File: src/rtl/pwm_seq_pkg.sv
// pwm_seq_pkg: shared definitions for the PWM chain sequencer.
//   seq_state_t     - sequencer FSM states (IDLE, STAGGER, RUNNING, DRAIN)
//   ELAPSED_SAT_ALL - all-ones pattern; the top slices it to SHIFT_WIDTH bits
//                     to get the elapsed-counter saturation value (so
//                     SHIFT_WIDTH may be at most 64).
package pwm_seq_pkg;

    typedef enum logic [1:0] {
        IDLE    = 2'd0,
        STAGGER = 2'd1,
        RUNNING = 2'd2,
        DRAIN   = 2'd3
    } seq_state_t;

    localparam logic [63:0] ELAPSED_SAT_ALL = '1;

endpackage

File: src/rtl/pwm_chain_sequencer.sv
// pwm_chain_sequencer: starts N_CHAINS PWM counters with per-chain delays
// (phase-staggered carriers) and stops each one only at its own period end.
//
// Optional feature macro: PWM_SEQ_DRAIN_TIMEOUT_EN
//   defined   - chains that never report period_end are forced off
//               DRAIN_TIMEOUT cycles after entering DRAIN; timeout_error is set.
//   undefined - DRAIN waits indefinitely; timeout_error is tied low.
//
// Ports:
//   clock, reset        - single clock, asynchronous active-high reset
//   start, stop         - single-cycle requests
//   timebase_shift[k]   - start delay of chain k (latched on start)
//   period_end[k]       - single-cycle period-end pulse from chain k
//   chain_enable[k]     - counter enable of chain k
//   counter_running[k]  - copy of chain_enable for the chain control units
//   busy                - high in STAGGER and DRAIN
//   update_strobe       - one-cycle pulse on DRAIN -> IDLE (or direct stop-to-IDLE)
//   timeout_error       - sticky drain timeout flag, cleared on start
//   seq_state           - current FSM state, for observation
//
// Request semantics: start/stop are plain one-cycle pulses with no
// handshake; a request is acted on only in the states that accept it and is
// otherwise dropped. All outputs come straight from registers.
module pwm_chain_sequencer
    import pwm_seq_pkg::*;
#(
    parameter int N_CHAINS      = 3,
    parameter int SHIFT_WIDTH   = 16,
    parameter int DRAIN_TIMEOUT = 65535
) (
    input  logic                                   clock,
    input  logic                                   reset,
    input  logic                                   start,
    input  logic                                   stop,
    input  logic [N_CHAINS-1:0][SHIFT_WIDTH-1:0]   timebase_shift,
    input  logic [N_CHAINS-1:0]                    period_end,
    output logic [N_CHAINS-1:0]                    chain_enable,
    output logic [N_CHAINS-1:0]                    counter_running,
    output logic                                   busy,
    output logic                                   update_strobe,
    output logic                                   timeout_error,
    output seq_state_t                             seq_state
);

    localparam logic [SHIFT_WIDTH-1:0] ELAPSED_SAT = ELAPSED_SAT_ALL[SHIFT_WIDTH-1:0];

    seq_state_t                          state_q, state_d;
    logic [N_CHAINS-1:0][SHIFT_WIDTH-1:0] shadow_shift;
    logic [SHIFT_WIDTH-1:0]              elapsed;
    logic [N_CHAINS-1:0]                 en_q, en_d, pe_q, fire, drop;
    logic                                strobe_q, strobe_d;
    logic                                timeout_q;
    logic                                expire;

    // Per-chain enable. A chain fires when the elapsed count matches its
    // shadow shift, unless stop arrives in that same cycle (stop wins, and a
    // chain still waiting is never enabled). period_end is registered once
    // (pe_q) so the enable drops one edge after the pulse is sampled.
    for (genvar k = 0; k < N_CHAINS; k++) begin : g_chain
        assign fire[k] = (state_q == STAGGER) && !stop && (elapsed == shadow_shift[k]);
        assign drop[k] = (state_q == DRAIN) && (pe_q[k] || expire);
        assign en_d[k] = (en_q[k] | fire[k]) & ~drop[k];
    end

    always_comb begin
        state_d  = state_q;
        strobe_d = 1'b0;
        case (state_q)
            IDLE: begin
                if (start) state_d = STAGGER;
            end
            STAGGER: begin
                if (stop) begin
                    // Nothing enabled yet: no chain to drain.
                    if (en_q == '0) begin
                        state_d  = IDLE;
                        strobe_d = 1'b1;
                    end else begin
                        state_d = DRAIN;
                    end
                end else if (&en_d) begin
                    state_d = RUNNING;
                end
            end
            RUNNING: begin
                if (stop) state_d = DRAIN;
            end
            DRAIN: begin
                if (en_d == '0) begin
                    state_d  = IDLE;
                    strobe_d = 1'b1;
                end
            end
            default: state_d = IDLE;
        endcase
    end

    always_ff @(posedge clock or posedge reset) begin
        if (reset) begin
            state_q      <= IDLE;
            strobe_q     <= 1'b0;
            en_q         <= '0;
            pe_q         <= '0;
            shadow_shift <= '0;
            elapsed      <= '0;
        end else begin
            state_q  <= state_d;
            strobe_q <= strobe_d;
            en_q     <= en_d;
            pe_q     <= period_end;
            if (state_q == IDLE && start) begin
                shadow_shift <= timebase_shift;
                elapsed      <= '0;
            end else if (state_q == STAGGER && elapsed != ELAPSED_SAT) begin
                elapsed <= elapsed + 1'b1;
            end
        end
    end

`ifdef PWM_SEQ_DRAIN_TIMEOUT_EN
    // All chains enter DRAIN on the same edge, so one shared counter gives
    // every chain the same deadline.
    logic [31:0] drain_cnt;

    assign expire = (state_q == DRAIN) && (drain_cnt == 32'(DRAIN_TIMEOUT - 1));

    always_ff @(posedge clock or posedge reset) begin
        if (reset) begin
            drain_cnt <= '0;
            timeout_q <= 1'b0;
        end else begin
            if (state_q != DRAIN)
                drain_cnt <= '0;
            else if (!expire)
                drain_cnt <= drain_cnt + 32'd1;

            if (state_q == IDLE && start)
                timeout_q <= 1'b0;
            else if (expire && |(en_q & ~pe_q))
                timeout_q <= 1'b1;
        end
    end
`else
    logic unused_timeout_param;
    assign unused_timeout_param = |DRAIN_TIMEOUT;
    assign expire    = 1'b0;
    assign timeout_q = 1'b0;
`endif

    assign chain_enable    = en_q;
    assign counter_running = en_q;
    assign busy            = (state_q == STAGGER) || (state_q == DRAIN);
    assign update_strobe   = strobe_q;
    assign timeout_error   = timeout_q;
    assign seq_state       = state_q;

endmodule

File: config.mk
export PLATFORM = sky130hd
export DESIGN_NAME = pwm_chain_sequencer
export DESIGN_NICKNAME = d
export VERILOG_FILES = /design/src/rtl/pwm_seq_pkg.sv /design/src/rtl/pwm_chain_sequencer.sv
export SDC_FILE = /design/constraint.sdc
export NUM_CORES = 1
export LEC_CHECK = 0
export ABC_AREA = 1
export CORE_MARGIN = 1
export CORE_UTILIZATION = 50
export DETAILED_ROUTE_END_ITERATION = 8
export PLACE_DENSITY = 0.74
export SYNTH_ARGS = -nofsm -noshare
export SYNTH_HDL_FRONTEND = slang
export SYNTH_SLANG_ARGS = --single-unit
File: constraint.sdc
create_clock -name clock -period 3.4 [get_ports clock]
set_input_delay 0.51 -clock clock [delete_from_list [all_inputs] [get_ports clock]]
set_output_delay 0.51 -clock clock [all_outputs]
set_load 0.01 [all_outputs]
; ---- Word level (Yosys, flattened, before mapping)
; Index checks and enable logic that the tools add are counted.
[word_totals]
regBits = 73
[op_classes]
add_sub_neg = 1
n_eq_ne = 11
muxes = 13
bitwise_logic = 9
reduce_logical = 17
[op_table]
columns = op, n
row1 = $eq 16x16->1, 3
row2 = $mux 16, 2
row3 = $add 16x1->16 const B, 1
row4 = $ne 16x16->1 const B, 1
row5 = $mux 2, 6
row6 = $logic_and 1x1->1, 9
row7 = $pmux 2 s4, 1
row8 = $logic_not 3->1, 2
row9 = $eq 2x2->1 const B, 2
row10 = $ne 2x2->1 const B, 2
row11 = $reduce_and 4->1, 1
row12 = $and 1x1->1, 3
row13 = $mux 1, 3
row14 = $ne 3x2->1 const B, 1
row15 = $not 1->1, 3
row16 = $or 1x1->1, 3
row17 = $reduce_and 3->1, 1
row18 = $eq 2x1->1 const B, 1
row19 = $logic_not 2->1, 1
row20 = $ne 2x1->1 const B, 1
row21 = $pmux 1 s2, 1
row22 = $reduce_bool 2->1, 1
row23 = $logic_not 1->1, 1
row24 = $logic_or 1x1->1, 1

; ---- Longest topological paths before layout
[depth]
depth_word = 9
ltp_mapped = 15
mapped_depth_nobuf = 14

; ---- Worst setup path before layout
; Ideal clock, no wire load.
[synth_path]
path_type = register -> register
startpoint = reg elapsed[0]
endpoint = reg elapsed[10]
t_arrival_ns = 1.557
required_time_ns = 3.306
slack_ns = 1.749
path_stages_with_launch = 11
n_path_buf = 0
cell_sequence = dfrtp_1 ha_1 nand3_1 nor3_1 nand4_1 nand2_1 inv_2 nand2_1 nor3_1 nand2_1 a211oi_1
[synth_via]
elab_chain_cells = 3
word_cells_on_any_way = 6
[synth_rtl]
columns = item, line
row1 = from (decl), pwm_chain_sequencer.sv:49  ; logic [SHIFT_WIDTH-1:0] elapsed;
row2 = from (signal assigned), pwm_chain_sequencer.sv:115  ; elapsed <= elapsed + 1'b1;
row3 = $add 16x1->16 / $ne 16x16->1 (equally long branches), "pwm_chain_sequencer.sv:115, pwm_chain_sequencer.sv:114"
row4 = $mux 16 / $logic_and 1x1->1 (equally long branches), pwm_chain_sequencer.sv:114  ; end else if (state_q == STAGGER && elapsed != ELAPSED_SAT) begin
row5 = $mux 16 / $reduce_bool 2->1 (equally long branches), --
; Several ways; a longest one is shown, not always the timed one. The select of a mux whose other input is x is not followed.
; A chain may end at the register's enable or synchronous reset.

==> results.cfg <==
[synth]
synth_xor_area_share_pct = 6.407
post_synthesis_share_of_cell_area_spent_on_full_adders_half_adders_and_majority_gates_pct = 0.3269
cells_after_synth = 505
synth.avg_cell_area_um2 = 7.579
count_of_warnings_emitted_by_yosys = 0
count_of_cell_types_in_the_netlist = 36
yosys_most_used_dff = sky130_fd_sc_hd__dfrtp_1
ys_seq_elements = 73
yosys.area_share.simple_pct = 30.34
post_synth_main_area_contributors = sky130_fd_sc_hd__dfrtp_1 48%, sky130_fd_sc_hd__nand2_1 20%, sky130_fd_sc_hd__xor2_1 5.0%, sky130_fd_sc_hd__inv_1 4.3%, sky130_fd_sc_hd__nor2_1 3.5%
number_of_enable_flip_flop_cells_after_synthesis = 0
synth_async_sr_flop_share_pct = 100.0
synth_top_family_by_area = simple AND/OR/NAND/NOR gates
netlist_area_mm2 = 0.003827
mappedNetlistNets = 561
synthDominantAreaCellType = sky130_fd_sc_hd__dfrtp_1
yosys-mux-area-fraction_pct = 0
compound_cell_area_share_of_the_yosys_netlist_pct = 6.930
synth-seq-area-share_pct = 47.73
post-synth-top-area-fraction_pct = 47.73

[floorplanning]
floorplan.rows = 31
start_util_pct = 52.21
die_w_um = 89.49
die_area_mm2 = 0.008008
die_h_um = 89.49
design.portCount = 66
core_area_mm2 = 0.007331

[cells_and_area]
drive_above_1_share_pct = 5.872
area_growth_from_synthesis_to_final_layout_pct = 22.82
final_common_cell = sky130_fd_sc_hd__nand2_1
final_core_utilization_pct = 64.12
layout.nets = 614
final_area_mm2 = 0.004701
insertedDiodeCount = 0
layout.cells.most_common_list = 207 x sky130_fd_sc_hd__nand2_1, 73 x sky130_fd_sc_hd__dfrtp_1, 64 x sky130_fd_sc_hd__clkdlybuf4s50_1, 43 x sky130_fd_sc_hd__inv_1, 35 x sky130_fd_sc_hd__nor2_1

[worst_setup_path]
critical_path_class = reg -> reg
timing.critical_path.buf_inv = 1
critical_path_arrival_ps = 2220
critPathRequiredTime_ps = 3630
crit_path_start_kind = flip-flop
cpPeakStageDelay_ps = 520
crit_chain = inv_1, nand2_1, nand2_1, nor2_1, nand3_1, nor2_1, nand2_1, a21oi_2, nand3_1, nand2_1, nand3_1, nand2_1, nand2_1
top_fanout_value_on_the_critical_path = 10
critPathTopFamily = simple AND/OR/NAND/NOR gates
worst_path_most_repeated_cell = sky130_fd_sc_hd__nand2_1
slowest_stage = sky130_fd_sc_hd__dfrtp_1
setup.worst_path.end_class = flip-flop

[run]
maxCapViolations = 0

[route]
dr.first_iter.drc_count = 175
vias_per_cell = 4.871
totalWireLength_mm = 7.787
routed_wire_length_per_instance_um = 11.78
drt_first_pass_iters = 5
post-route-drc-count = 0
ant_nets = 0
vias = 3220

[sta]
finalCritPeriodShare_pct = 58.34
timing_max_transition_violations_final = 0
timing.clock.skew_ps = 8.487
achievable-frequency_mhz = 504.2
hold_violations = 0
final-setup-viol-count = 0
worst_slew_margin_rel_pct = 52.78
tns_ps = 0
unrepaired_setup_endpoints_after_global_routing = false
period_minus_slack_ps = 1984
worst_pin_slew_ps = 707.3

[pwr]
p_int_w = 0.002056
static-leakage-power_nw = 2.355
fraction_of_power_spent_switching_nets_pct = 37.85
power.share.clock_pct = 20.4
p_sw_w = 0.001252
comb_power_share_pct = 36.4
cellPowerDensity_mw_per_mm2 = 703.8
sequentialPowerShare_pct = 43.1
worst_supply_voltage_drop_on_vdd_mv = 0.3362

[cts]
cts.repair.resized = 0
clockRootBuffer = sky130_fd_sc_hd__clkbuf_8
post-cts-setup-buffers = 0
clock_tree.buffer_depth = 2
tritoncts = built
cts.sink_count = 73
cts_inserted_buffers = 9
worst_skew_pair.late_latency_ps = 340
cts.hold.buffers_added = 0
clkTransAtPathRegs_ps = 70
htreeDepth = 3

[min_path]
hold_class = reg -> reg

[place]
gpl.final_weighted_congestion = 0.8467
place_area_mm2 = 0.004506
hpwlAfterDp_mm = 5.621
place.port_buffers = 64

[global_route]
gr-usage-all-layers_pct = 22.02
global_route.overflow_total = 0
antenna_found_initial = 0
grt_pass1_vias = 3042
grt_start_max_net_pins = 77
grt_pass1_wl_mm = 13.17

[outcome]
outcome = complete, no violations
stage by stage:
stage | setup WS [ps] | hold slack [ps] | cells | total power [W]
floorplan | 1037 | 458.6 | 505 | 0.002293
global placement | 1347 | 474.3 | 646 | 0.002610
detailed placement | 1299 | 477.9 | 646 | 0.002648
CTS | 1436 | 495.0 | 661 | 0.003333
global route | 1120 | 509.9 | 661 | 0.003589
finish | 1416 | 494.1 | 661 | 0.003308
flip-flops by register name, summed over array words and instances, names as in the netlist, named ones only:
| register | flops |
|---|---|
| shadow_shift | 48 |
| elapsed | 16 |
| chain_enable | 3 |
| pe_q | 3 |
| seq_state | 1 |
| update_strobe | 1 |
layout make-up:
class                           instances  area [µm²]
Fill cell                             609        2630
Sequential cell                        73        1827
Multi-Input combinational cell        358        1695
Timing Repair Buffer                   67       675.6
Inverter                               49       183.9
Clock buffer                           12       155.1
Tap cell                               99       123.9
Clock inverter                          3       40.04
per-layer routing:
metal / track usage [%] / share of wire, % / vias up
met5: 0 / 0 / -
met4: 10.53 / 1.5 / 0
met3: 4.247 / 4.2 / 12
met2: 34.98 / 46 / 77
met1: 29.12 / 48 / 1473
li1: - / - / 1658
power groups by stage:
stage | clock network [W] | registers, W | logic, W
global route | 0.000719 | 0.00147 | 0.00140
CTS | 0.000691 | 0.00142 | 0.00122
floorplan | 0 | 0.00137 | 0.000920
global placement | 0 | 0.00143 | 0.00118
finish | 0.000676 | 0.00143 | 0.00121
detailed placement | 0 | 0.00143 | 0.00121
Yosys cell counts, types with 2 or more instances:
cell	number
sky130_fd_sc_hd__nand2_1	207
sky130_fd_sc_hd__dfrtp_1	73
sky130_fd_sc_hd__inv_1	44
sky130_fd_sc_hd__nor2_1	36
sky130_fd_sc_hd__o21ai_0	26
sky130_fd_sc_hd__xor2_1	22
sky130_fd_sc_hd__nor3_1	13
sky130_fd_sc_hd__nand3_1	11
sky130_fd_sc_hd__buf_2	9
sky130_fd_sc_hd__a21oi_1	6
sky130_fd_sc_hd__clkbuf_1	6
sky130_fd_sc_hd__xnor2_1	6
sky130_fd_sc_hd__buf_4	5
sky130_fd_sc_hd__nand4_1	5
sky130_fd_sc_hd__a211oi_1	4
sky130_fd_sc_hd__a31oi_1	4
sky130_fd_sc_hd__buf_1	4
sky130_fd_sc_hd__inv_2	4
sky130_fd_sc_hd__a21oi_2	2
sky130_fd_sc_hd__nor3_2	2
cells by family after synthesis:
logic type,count (synthesis)
compound gates,46
xor+xnor,28
fa+ha+maj,1
buf+inv,74
flops,73
other cells,1
simple gates,282
final timing paths:
kind / from / end / slack [ps] / depth (start not counted)
min in group asynchronous: reset / shadow_shift[17] / 600 / 2
max reg2reg: elapsed[3] / flip-flop / 1420 / 13
min reg2reg: shadow_shift[45] / shadow_shift[45] / 490 / 2
max in group asynchronous: reset / elapsed[12] / 2140 / 3
max: elapsed[3] / flip-flop / 1420 / 13
min: shadow_shift[45] / shadow_shift[45] / 490 / 2
worst reg2reg max path, stage by stage (launching register included):
cell                      delay [ps]
sky130_fd_sc_hd__dfrtp_1         520
sky130_fd_sc_hd__inv_1           230
sky130_fd_sc_hd__nand2_1         100
sky130_fd_sc_hd__nand2_1          50
sky130_fd_sc_hd__nor2_1           90
sky130_fd_sc_hd__nand3_1          90
sky130_fd_sc_hd__nor2_1          150
sky130_fd_sc_hd__nand2_1         110
sky130_fd_sc_hd__a21oi_2         160
sky130_fd_sc_hd__nand3_1          90
sky130_fd_sc_hd__nand2_1         100
sky130_fd_sc_hd__nand3_1          70
sky130_fd_sc_hd__nand2_1          70
sky130_fd_sc_hd__nand2_1          50
Note: power is estimated with default switching activity, not from simulation.
